--- src/rtl/riffa_gowin_pkg.sv ---
// Shared types and helpers for the RIFFA-to-Gowin TX bridge.
package riffa_gowin_pkg;

  localparam int unsigned OFFSET_W    = 3;
  localparam int unsigned DW_PER_BEAT = 8;
  localparam int unsigned DATA_W      = 256;

  typedef enum logic [1:0] {M_IDLE, M_REQ, M_HOLD} msi_state_e;

  typedef enum logic {IDLE, PKT} frame_state_e;

  typedef struct packed {
    logic [DATA_W-1:0]   data;
    logic                sop;
    logic                eop;
    logic [OFFSET_W-1:0] empty;
  } tx_beat_t;

  // RIFFA names the last valid DW; Gowin counts the unused DWs after it.
  function automatic logic [OFFSET_W-1:0] end_offset_to_empty(
    input logic [OFFSET_W-1:0] end_offset
  );
    return OFFSET_W'(DW_PER_BEAT - 1) - end_offset;
  endfunction

endpackage

--- src/rtl/gowin_tx_skid.sv ---
// Output stage for the TX bridge: single register, or a two-entry skid buffer
// with a registered ready when GOWIN_TX_SKID_EN is defined.
module gowin_tx_skid
  import riffa_gowin_pkg::*;
(
  input  logic                clk,
  input  logic                rst,
  input  logic [DATA_W-1:0]   in_data,
  input  logic                in_sop,
  input  logic                in_eop,
  input  logic [OFFSET_W-1:0] in_empty,
  input  logic                in_valid,
  output logic                in_ready,
  output logic [DATA_W-1:0]   out_data,
  output logic                out_sop,
  output logic                out_eop,
  output logic [OFFSET_W-1:0] out_empty,
  output logic                out_valid,
  input  logic                out_ready
);

  tx_beat_t in_beat;
  tx_beat_t head;

  assign in_beat   = '{data: in_data, sop: in_sop, eop: in_eop, empty: in_empty};
  assign out_data  = head.data;
  assign out_sop   = head.sop;
  assign out_eop   = head.eop;
  assign out_empty = head.empty;

`ifdef GOWIN_TX_SKID_EN
  tx_beat_t   buf0_q, buf1_q;
  logic [1:0] count_q, count_d;
  logic       ready_q;
  logic       push, pop;

  assign out_valid = (count_q != 2'd0);
  assign in_ready  = ready_q;
  assign push      = in_valid & ready_q;
  assign pop       = out_valid & out_ready;
  assign head      = buf0_q;

  always_comb begin
    count_d = count_q;
    unique case ({push, pop})
      2'b10:   count_d = count_q + 2'd1;
      2'b01:   count_d = count_q - 2'd1;
      default: count_d = count_q;
    endcase
  end

  // buf0 is always the head; buf1 only fills while the head is stalled.
  always_ff @(posedge clk or posedge rst) begin
    if (rst) begin
      buf0_q  <= '0;
      buf1_q  <= '0;
      count_q <= 2'd0;
      ready_q <= 1'b0;
    end else begin
      count_q <= count_d;
      ready_q <= (count_d < 2'd2);
      if (pop) begin
        if (count_q == 2'd2) begin
          buf0_q <= buf1_q;
          if (push) buf1_q <= in_beat;
        end else if (push) begin
          buf0_q <= in_beat;
        end
      end else if (push) begin
        if (count_q == 2'd0) buf0_q <= in_beat;
        else                 buf1_q <= in_beat;
      end
    end
  end
`else
  tx_beat_t out_q;
  logic     valid_q;

  assign out_valid = valid_q;
  assign head      = out_q;
  assign in_ready  = (out_ready | ~valid_q) & ~rst;

  always_ff @(posedge clk or posedge rst) begin
    if (rst) begin
      out_q   <= '0;
      valid_q <= 1'b0;
    end else if (in_ready) begin
      valid_q <= in_valid;
      if (in_valid) out_q <= in_beat;
    end
  end
`endif

endmodule

--- src/rtl/gowin_tx_bridge.sv ---
// RIFFA TX to Gowin PCIe TX streaming bridge with framing check and MSI handshake.
// GOWIN_TX_SKID_EN selects the two-entry skid buffer output stage.
module gowin_tx_bridge
  import riffa_gowin_pkg::*;
#(
  parameter int C_PCI_DATA_WIDTH = 256
) (
  input  logic                        CLK,
  input  logic                        RST_IN,
  input  logic [C_PCI_DATA_WIDTH-1:0] TX_TLP,
  input  logic                        TX_TLP_VALID,
  input  logic                        TX_TLP_START_FLAG,
  input  logic [2:0]                  TX_TLP_START_OFFSET,
  input  logic                        TX_TLP_END_FLAG,
  input  logic [2:0]                  TX_TLP_END_OFFSET,
  output logic                        TX_TLP_READY,
  output logic [C_PCI_DATA_WIDTH-1:0] TX_ST_DATA,
  output logic                        TX_ST_VALID,
  input  logic                        TX_ST_READY,
  output logic                        TX_ST_SOP,
  output logic                        TX_ST_EOP,
  output logic [2:0]                  TX_ST_EMPTY,
  input  logic                        INTR_MSI_REQUEST,
  output logic                        INTR_MSI_RDY,
  output logic                        APP_MSI_REQ,
  input  logic                        APP_MSI_ACK,
  output logic                        TX_PROTO_ERR
);

  logic                accept;
  logic [OFFSET_W-1:0] in_empty;

  assign accept   = TX_TLP_VALID & TX_TLP_READY;
  assign in_empty = TX_TLP_END_FLAG ? end_offset_to_empty(TX_TLP_END_OFFSET) : '0;

  gowin_tx_skid u_skid (
    .clk       (CLK),
    .rst       (RST_IN),
    .in_data   (TX_TLP),
    .in_sop    (TX_TLP_START_FLAG),
    .in_eop    (TX_TLP_END_FLAG),
    .in_empty  (in_empty),
    .in_valid  (TX_TLP_VALID),
    .in_ready  (TX_TLP_READY),
    .out_data  (TX_ST_DATA),
    .out_sop   (TX_ST_SOP),
    .out_eop   (TX_ST_EOP),
    .out_empty (TX_ST_EMPTY),
    .out_valid (TX_ST_VALID),
    .out_ready (TX_ST_READY)
  );

  frame_state_e frame_q, frame_d;
  logic         err_q, err_d;

  // Framing is judged on accepted input beats; bad beats are still forwarded.
  always_comb begin
    frame_d = frame_q;
    err_d   = err_q;
    if (accept) begin
      if (TX_TLP_START_FLAG && (TX_TLP_START_OFFSET != 3'd0 || frame_q == PKT)) err_d = 1'b1;
      if (!TX_TLP_START_FLAG && frame_q == IDLE) err_d = 1'b1;
      if (TX_TLP_END_FLAG)        frame_d = IDLE;
      else if (TX_TLP_START_FLAG) frame_d = PKT;
    end
  end

  always_ff @(posedge CLK or posedge RST_IN) begin
    if (RST_IN) begin
      frame_q <= IDLE;
      err_q   <= 1'b0;
    end else begin
      frame_q <= frame_d;
      err_q   <= err_d;
    end
  end

  assign TX_PROTO_ERR = err_q;

  msi_state_e msi_q, msi_d;

  always_comb begin
    msi_d = msi_q;
    unique case (msi_q)
      M_IDLE:  if (INTR_MSI_REQUEST) msi_d = M_REQ;
      M_REQ:   if (APP_MSI_ACK) msi_d = M_HOLD;
      M_HOLD:  if (!INTR_MSI_REQUEST) msi_d = M_IDLE;
      default: msi_d = M_IDLE;
    endcase
  end

  always_ff @(posedge CLK or posedge RST_IN) begin
    if (RST_IN) msi_q <= M_IDLE;
    else        msi_q <= msi_d;
  end

  assign APP_MSI_REQ  = (msi_q == M_REQ);
  assign INTR_MSI_RDY = (msi_q == M_IDLE) & ~RST_IN;

endmodule

--- config.mk ---
export PLATFORM = sky130hd
export DESIGN_NAME = gowin_tx_bridge
export DESIGN_NICKNAME = d
export VERILOG_FILES = /design/src/rtl/riffa_gowin_pkg.sv /design/src/rtl/gowin_tx_skid.sv /design/src/rtl/gowin_tx_bridge.sv
export SDC_FILE = /design/constraint.sdc
export NUM_CORES = 1
export LEC_CHECK = 0
export BUFFER_PORTS_ARGS = -buffer_cell sky130_fd_sc_hd__buf_2
export CAP_MARGIN = 15
export CORE_AREA = 2 2 206 208
export DETAILED_ROUTE_END_ITERATION = 8
export DIE_AREA = 0 0 208 210
export SETUP_SLACK_MARGIN = 0.3
export SLEW_MARGIN = 30
export SYNTH_ARGS = -nofsm -noshare
export SYNTH_HDL_FRONTEND = slang
export SYNTH_SLANG_ARGS = --single-unit
--- constraint.sdc ---
create_clock -name CLK -period 10.85 [get_ports CLK]
set_clock_uncertainty 0.2 [all_clocks]
set_input_delay 1.6275 -clock CLK [delete_from_list [all_inputs] [get_ports CLK]]
set_output_delay 1.6275 -clock CLK [all_outputs]
set_load 0.01 [all_outputs]
-- Word-level counts from Yosys, hierarchy flattened
Cells that the tools add are included.
- bits of input ports: 270
- memories: 0
- output and inout bits: 266
- RAM bits: 0
- bits in registers: 266
- bits in read-only memories: 0
- latch bits: 0
- reduce and logical (&&, ||, !) cells: 12
- mux-type cells: 9
- order comparisons: 0
- bitwise logic cells: 7
- eq/ne operators: 5
- add/subtract/negate cells: 1
- shifts and indexed selects: 0
- divide/modulo/power cells: 0
- $mul: 0
- operator list (operator ; count):
    $mux 2 ; 3
    $pmux 2 s3 ; 1
    $reduce_and 2->1 ; 3
    $mux 1 ; 4
    $ne 2x2->1 const B ; 2
    $reduce_bool 2->1 ; 2
    $and 1x1->1 ; 3
    $mux 3 ; 1
    $not 1->1 ; 3
    $reduce_and 3->1 ; 1
    $reduce_bool 3->1 ; 1
    $sub 3x3->3 const A ; 1
    $eq 2x1->1 const B ; 1
    $eq 2x2->1 const B ; 1
    $logic_and 1x1->1 ; 2
    $logic_not 2->1 ; 1
    $ne 2x1->1 const B ; 1
    $logic_not 1->1 ; 1
    $logic_or 1x1->1 ; 1
    $or 1x1->1 ; 1

-- Longest topological paths before layout
- depth in word-level cells: 5
- gate-level depth with buffers: 6

-- Cells and area by module
Synthesis repeated with hierarchy kept, for this count alone.
- cell total of the unflattened synthesis: 580
- area total of the unflattened synthesis: 10480.1 µm²
- by module, submodules not included (module ; area an instance (µm²) ; times used ; cells each ; seq. area each (µm²)):
    gowin_tx_skid ; 10247.3 ; 1 ; 559 ; 6556.3
    gowin_tx_bridge ; 232.7 ; 1 ; 21 ; 100.1

-- Least setup slack after synthesis
Ideal clock, no wire load.
- path type: input port to flip-flop
- from: input RST_IN
- to: register u_skid.out_q, in the netlist u_skid.out_data[0]
- path buffers: 3
- cell stages on the path: 6
- setup slack: 1.930 ns
- setup time: 0.125 ns
- data required time: 10.525 ns
- data arrival time: 8.595 ns
- path through: inv_1 > and3_1 > buf_2 > buf_6 > buf_6 > mux2_4
- longest elaborated chain between the ends: 3
- ends and longest elaborated chain (element ; RTL line ; RTL):
    from (decl) ; gowin_tx_bridge.sv:9 ; input logic RST_IN,
    $not 1->1 ; gowin_tx_skid.sv:81 ; assign in_ready = (out_ready | ~valid_q) & ~rst;
    $and 1x1->1 ; gowin_tx_skid.sv:81 ;
    $reduce_and 2->1 (no source line) ; -- ;
    to (signal assigned) ; gowin_tx_skid.sv:89 ; if (in_valid) out_q <= in_beat;
    to (decl) ; gowin_tx_skid.sv:76 ; tx_beat_t out_q;
No other way between the ends.
A chain may end at the register's enable or synchronous reset.

-- Worst setup path in the final report
- from: input TX_ST_READY
- to: output TX_TLP_READY
- longest elaborated chain between the ends: 2
- ends and longest elaborated chain (element ; RTL line ; RTL):
    from (decl) ; gowin_tx_bridge.sv:19 ; input logic TX_ST_READY,
    $or 1x1->1 ; gowin_tx_skid.sv:81 ;
    $and 1x1->1 ; gowin_tx_skid.sv:81 ;
    to (decl) ; gowin_tx_bridge.sv:16 ; output logic TX_TLP_READY,
No other way between the ends.

==> tab_implementation.tex <==
\begin{tabular}{lr}
\hline
Metric & Value \\
\hline
\multicolumn{2}{l}{\textbf{Floorplanning}} \\
\quad Top Ports & 536 \\
\quad Starting utilization of the core area & 0.266 \\
\quad Die Y & 210 microns \\
\quad Placement row count & 75 \\
\quad Core area & 41500 sq um \\
\quad Floorplan die area & 43700 sq um \\
\quad Die width & 208 microns \\
\multicolumn{2}{l}{\textbf{STA}} \\
\quad Tightest hold margin & 0.250 ns \\
\quad Total Negative Setup Slacks & 0 ns \\
\quad Unrepaired setup endpoints after global routing & no \\
\quad Number of pins exceeding their max-slew limit in the final report & 0 \\
\quad Normalized max-slew margin & 0.284 \\
\quad Pin slew with the least headroom to its limit & 1.07 ns \\
\quad Final hold vios & 0 \\
\quad Post-layout minimum cycle time & 4.01 ns \\
\quad Setup violators final & 0 \\
\quad Fmax & 249 MHz \\
\quad Share of the clock period used by the worst path after layout & 0.369 \\
\multicolumn{2}{l}{\textbf{Clocking}} \\
\quad Root buffer selected by CTS & sky130\_fd\_sc\_hd\_\_clkbuf\_16 \\
\quad Number of H-tree branching levels & 1 \\
\quad Clock-pin slew on the worst setup and hold paths & 0.06 ns \\
\quad Total clock buffers created by CTS & 29 \\
\quad CTS tree & built \\
\quad Post-CTS Repair Setup Buffers & 0 \\
\quad Number of buffers inserted by hold repair at cts & 0 \\
\quad Clock latency on the worst-skew pair & 0.54 ns \\
\quad Number of cells upsized or downsized after cts & 0 \\
\quad Buffer depth of the longest clock path & 3 \\
\quad Number of sinks driven by the clock tree & 266 \\
\multicolumn{2}{l}{\textbf{Drt}} \\
\quad Iteration count of the initial detailed-routing pass & 4 \\
\quad Final Routed Wirelength & 27.3 mm \\
\quad Antenna-violating nets left & 0 \\
\quad Mean routed wirelength per cell & 16.2 microns \\
\quad Violation count after the first detailed-route iteration & 331 \\
\quad Via count & 6841 \\
\quad Remaining routing DRC violations & 0 \\
\quad Average vias per placed instance & 4.06 \\
\multicolumn{2}{l}{\textbf{Critical path}} \\
\quad Arrival @ worst endpoint & 2.18 ns \\
\quad Most frequent cell on the critical path & sky130\_fd\_sc\_hd\_\_buf\_2 \\
\quad Critical path type & in -> out \\
\quad Crit-path slowest cell & sky130\_fd\_sc\_hd\_\_nor2\_1 \\
\quad Reg-to-Reg End & u\_skid.out\_data[80] \\
\quad Crit-path max FO & 2 \\
\quad Kind of launch point of the worst setup path & input pin \\
\quad Number of cells on the worst reg-to-reg path & 5 \\
\quad Worst reg2reg path startpoint & u\_skid.out\_valid \\
\quad List of cells traversed by the critical path & buf\_2, nor2b\_1, nor2\_1, buf\_2 \\
\quad Data required time of the critical path & 9.02 ns \\
\quad Largest stage delay, worst path & 0.20 ns \\
\quad Element type at the critical path end & primary output \\
\quad Reg-to-reg setup timing slack & 8.29 ns \\
\multicolumn{2}{l}{\textbf{Power}} \\
\quad Internal power & 2.21 mW \\
\quad Overall power consumption & 3.03 mW \\
\quad Pwr Density & 200 nW/um\^{}2 \\
\quad Gate power share & 0.246 \\
\quad Sw power & 0.818 mW \\
\quad Register share of total power & 0.429 \\
\quad Share of power burned in the clock network & 0.324 \\
\quad IR Drop Worst-Case VDD & 109 uV \\
\quad Leakage & 7.73 nW \\
\quad Share of total power consumed by net switching & 0.270 \\
\multicolumn{2}{l}{\textbf{Logic synthesis}} \\
\quad Cells after Synth & 580 \\
\quad Top area cells in the synthesized netlist & sky130\_fd\_sc\_hd\_\_dfrtp\_1 60\%, sky130\_fd\_sc\_hd\_\_mux2\_4 35\%, sky130\_fd\_sc\_hd\_\_buf\_6 3.0\% \\
\quad Number of library cell types mapped by synthesis & 18 \\
\quad Register area share after synthesis & 0.604 \\
\quad Per-instance average area after synthesis & 19.0 sq um \\
\quad Area of the mapped netlist & 11000 sq um \\
\quad Cell type with the highest aggregate area in the netlist & sky130\_fd\_sc\_hd\_\_dfrtp\_1 \\
\quad Synth warn & 0 \\
\quad Number of storage elements in the synthesis netlist & 266 \\
\quad Syn Nets & 850 \\
\quad Share of the synthesized area in the top cell type & 0.604 \\
\multicolumn{2}{l}{\textbf{GRT}} \\
\quad Grt ovf & 0 \\
\quad Combined global-route utilization of all metal layers & 0.118 \\
\quad Vias in the first global route & 7366 \\
\quad Wire length of the first global-routing pass & 41.7 mm \\
\quad Number of antenna violations at the first check in global routing & 0 \\
\quad Largest net degree at the start of global routing & 128 \\
\multicolumn{2}{l}{\textbf{Hold path}} \\
\quad Hold Crit Endpoint & TX\_PROTO\_ERR \\
\quad Hold\_sp & TX\_PROTO\_ERR \\
\quad Hold Path Stages & 1 \\
\quad HP Class & reg -> reg \\
\multicolumn{2}{l}{\textbf{Layout}} \\
\quad Nets@finish & 1392 \\
\quad Count of inserted antenna diode cells & 0 \\
\quad Layout area overhead & 37.2\% \\
\quad Layout cell share with drive strength beyond 1 & 0.745 \\
\multicolumn{2}{l}{\textbf{Placement}} \\
\quad Count of input and output buffers & 535 \\
\quad HPWL after DPL & 20.0 mm \\
\quad Routability-driven placement congestion ratio & 0.794 \\
\multicolumn{2}{l}{\textbf{Status}} \\
\quad Run status & finished, final reports clean \\
\multicolumn{2}{l}{\textbf{Flow run}} \\
\quad Max Cap Viol & 0 \\
\hline
\end{tabular}
## synth_stat cells
| library cell | number |
|---|---|
| sky130_fd_sc_hd__a21o_1 | 1 |
| sky130_fd_sc_hd__a21oi_1 | 1 |
| sky130_fd_sc_hd__a41oi_1 | 1 |
| sky130_fd_sc_hd__and3_1 | 1 |
| sky130_fd_sc_hd__buf_2 | 1 |
| sky130_fd_sc_hd__buf_6 | 29 |
| sky130_fd_sc_hd__dfrtp_1 | 266 |
| sky130_fd_sc_hd__inv_1 | 2 |
| sky130_fd_sc_hd__mux2_2 | 4 |
| sky130_fd_sc_hd__mux2_4 | 257 |
| sky130_fd_sc_hd__mux2i_1 | 2 |
| sky130_fd_sc_hd__nand2_1 | 2 |
| sky130_fd_sc_hd__nand2b_1 | 2 |
| sky130_fd_sc_hd__nor2_1 | 2 |
| sky130_fd_sc_hd__nor2b_1 | 5 |
| sky130_fd_sc_hd__nor3_1 | 1 |
| sky130_fd_sc_hd__nor4_1 | 1 |
| sky130_fd_sc_hd__o21ai_0 | 2 |
## metrics by stage
step	utilization	setup WS [ns]	cells	cell area, sq um
3_3_place_gp	0.340	6.64	1629	14100
2_1_floorplan	-	1.67	580	11000
5_1_grt	0.365	6.82	1683	15100
6_report	0.365	6.84	1683	15100
4_1_cts	0.364	6.82	1682	15100
3_5_place_dp	0.340	6.59	1629	14100
## cells by family after synthesis
logic type	share of synthesized area
multiplexers	0.356
flip-flops	0.604
buffers and inverters	0.0307
AO/OA/AOI/OAI	0.00284
AND/OR/NAND/NOR	0.00692
## layout by cell type (no fill, tap or decap), types with 2 or more instances in the layout
cell,count
sky130_fd_sc_hd__nand2b_1,2
sky130_fd_sc_hd__clkinv_2,4
sky130_fd_sc_hd__clkbuf_16,29
sky130_fd_sc_hd__dfrtp_1,266
sky130_fd_sc_hd__buf_6,2
sky130_fd_sc_hd__mux2i_1,2
sky130_fd_sc_hd__buf_12,2
sky130_fd_sc_hd__clkbuf_1,5
sky130_fd_sc_hd__nor2_1,2
sky130_fd_sc_hd__nor2b_1,5
sky130_fd_sc_hd__mux2_4,257
sky130_fd_sc_hd__nand2_1,2
sky130_fd_sc_hd__mux2_2,4
sky130_fd_sc_hd__clkbuf_8,11
sky130_fd_sc_hd__o21ai_0,2
sky130_fd_sc_hd__buf_2,535
sky130_fd_sc_hd__clkinvlp_4,2
## state kept, by name (all words and copies together), names as in the netlist
| signal | count |
|---|---|
| u_skid.out_data | 256 |
| u_skid.out_sop | 1 |
| u_skid.out_empty | 3 |
| TX_PROTO_ERR | 1 |
| frame_q | 1 |
| u_skid.out_eop | 1 |
| u_skid.out_valid | 1 |
| msi_q | 2 |
## routing by layer
layer  vias up  track usage  wire [microns]
met1      3388        0.148           11100
met3        37       0.0237            1810
li1       3123            -               -
met4         0       0.0416             665
met5         -            0               0
met2       293        0.203           13700
## final cells by class
class / instances / area [sq um]
flip-flops and latches: 266 / 6660
clock buffers: 45 / 896
repair buffers: 541 / 2780
fillers: 4010 / 26400
multi-input cells: 282 / 4040
well taps: 539 / 674
clock inverters: 8 / 73.8
inverters: 2 / 15.0
## worst max-delay path by stage
stage | end | cells after the start | slack (ns) | from
floorplan | TX_PROTO_ERR | 1 | 1.67 | RST_IN
detailed placement | u_skid.out_data[58] | 5 | 6.59 | RST_IN
finish | TX_TLP_READY | 4 | 6.84 | TX_ST_READY
global route | TX_TLP_READY | 4 | 6.82 | TX_ST_READY
global placement | u_skid.out_data[182] | 5 | 6.64 | RST_IN
CTS | TX_TLP_READY | 4 | 6.82 | TX_ST_READY
## worst max-delay path, delay by kind of cell
kind	cells	cell delay (ns)
buffers and inverters	2	0.30
and+or+nand+nor	2	0.26
## power by group through the flow
stage               Combinational [mW]  Sequential (mW)  Clock [mW]
floorplan                        0.356             1.40           0
global placement                 0.747             1.31           0
detailed placement               0.758             1.31           0
CTS                              0.760             1.30        1.01
global route                     0.796             1.33        1.06
finish                           0.747             1.30       0.983
No activity file was read; power rests on OpenSTA's default activity.
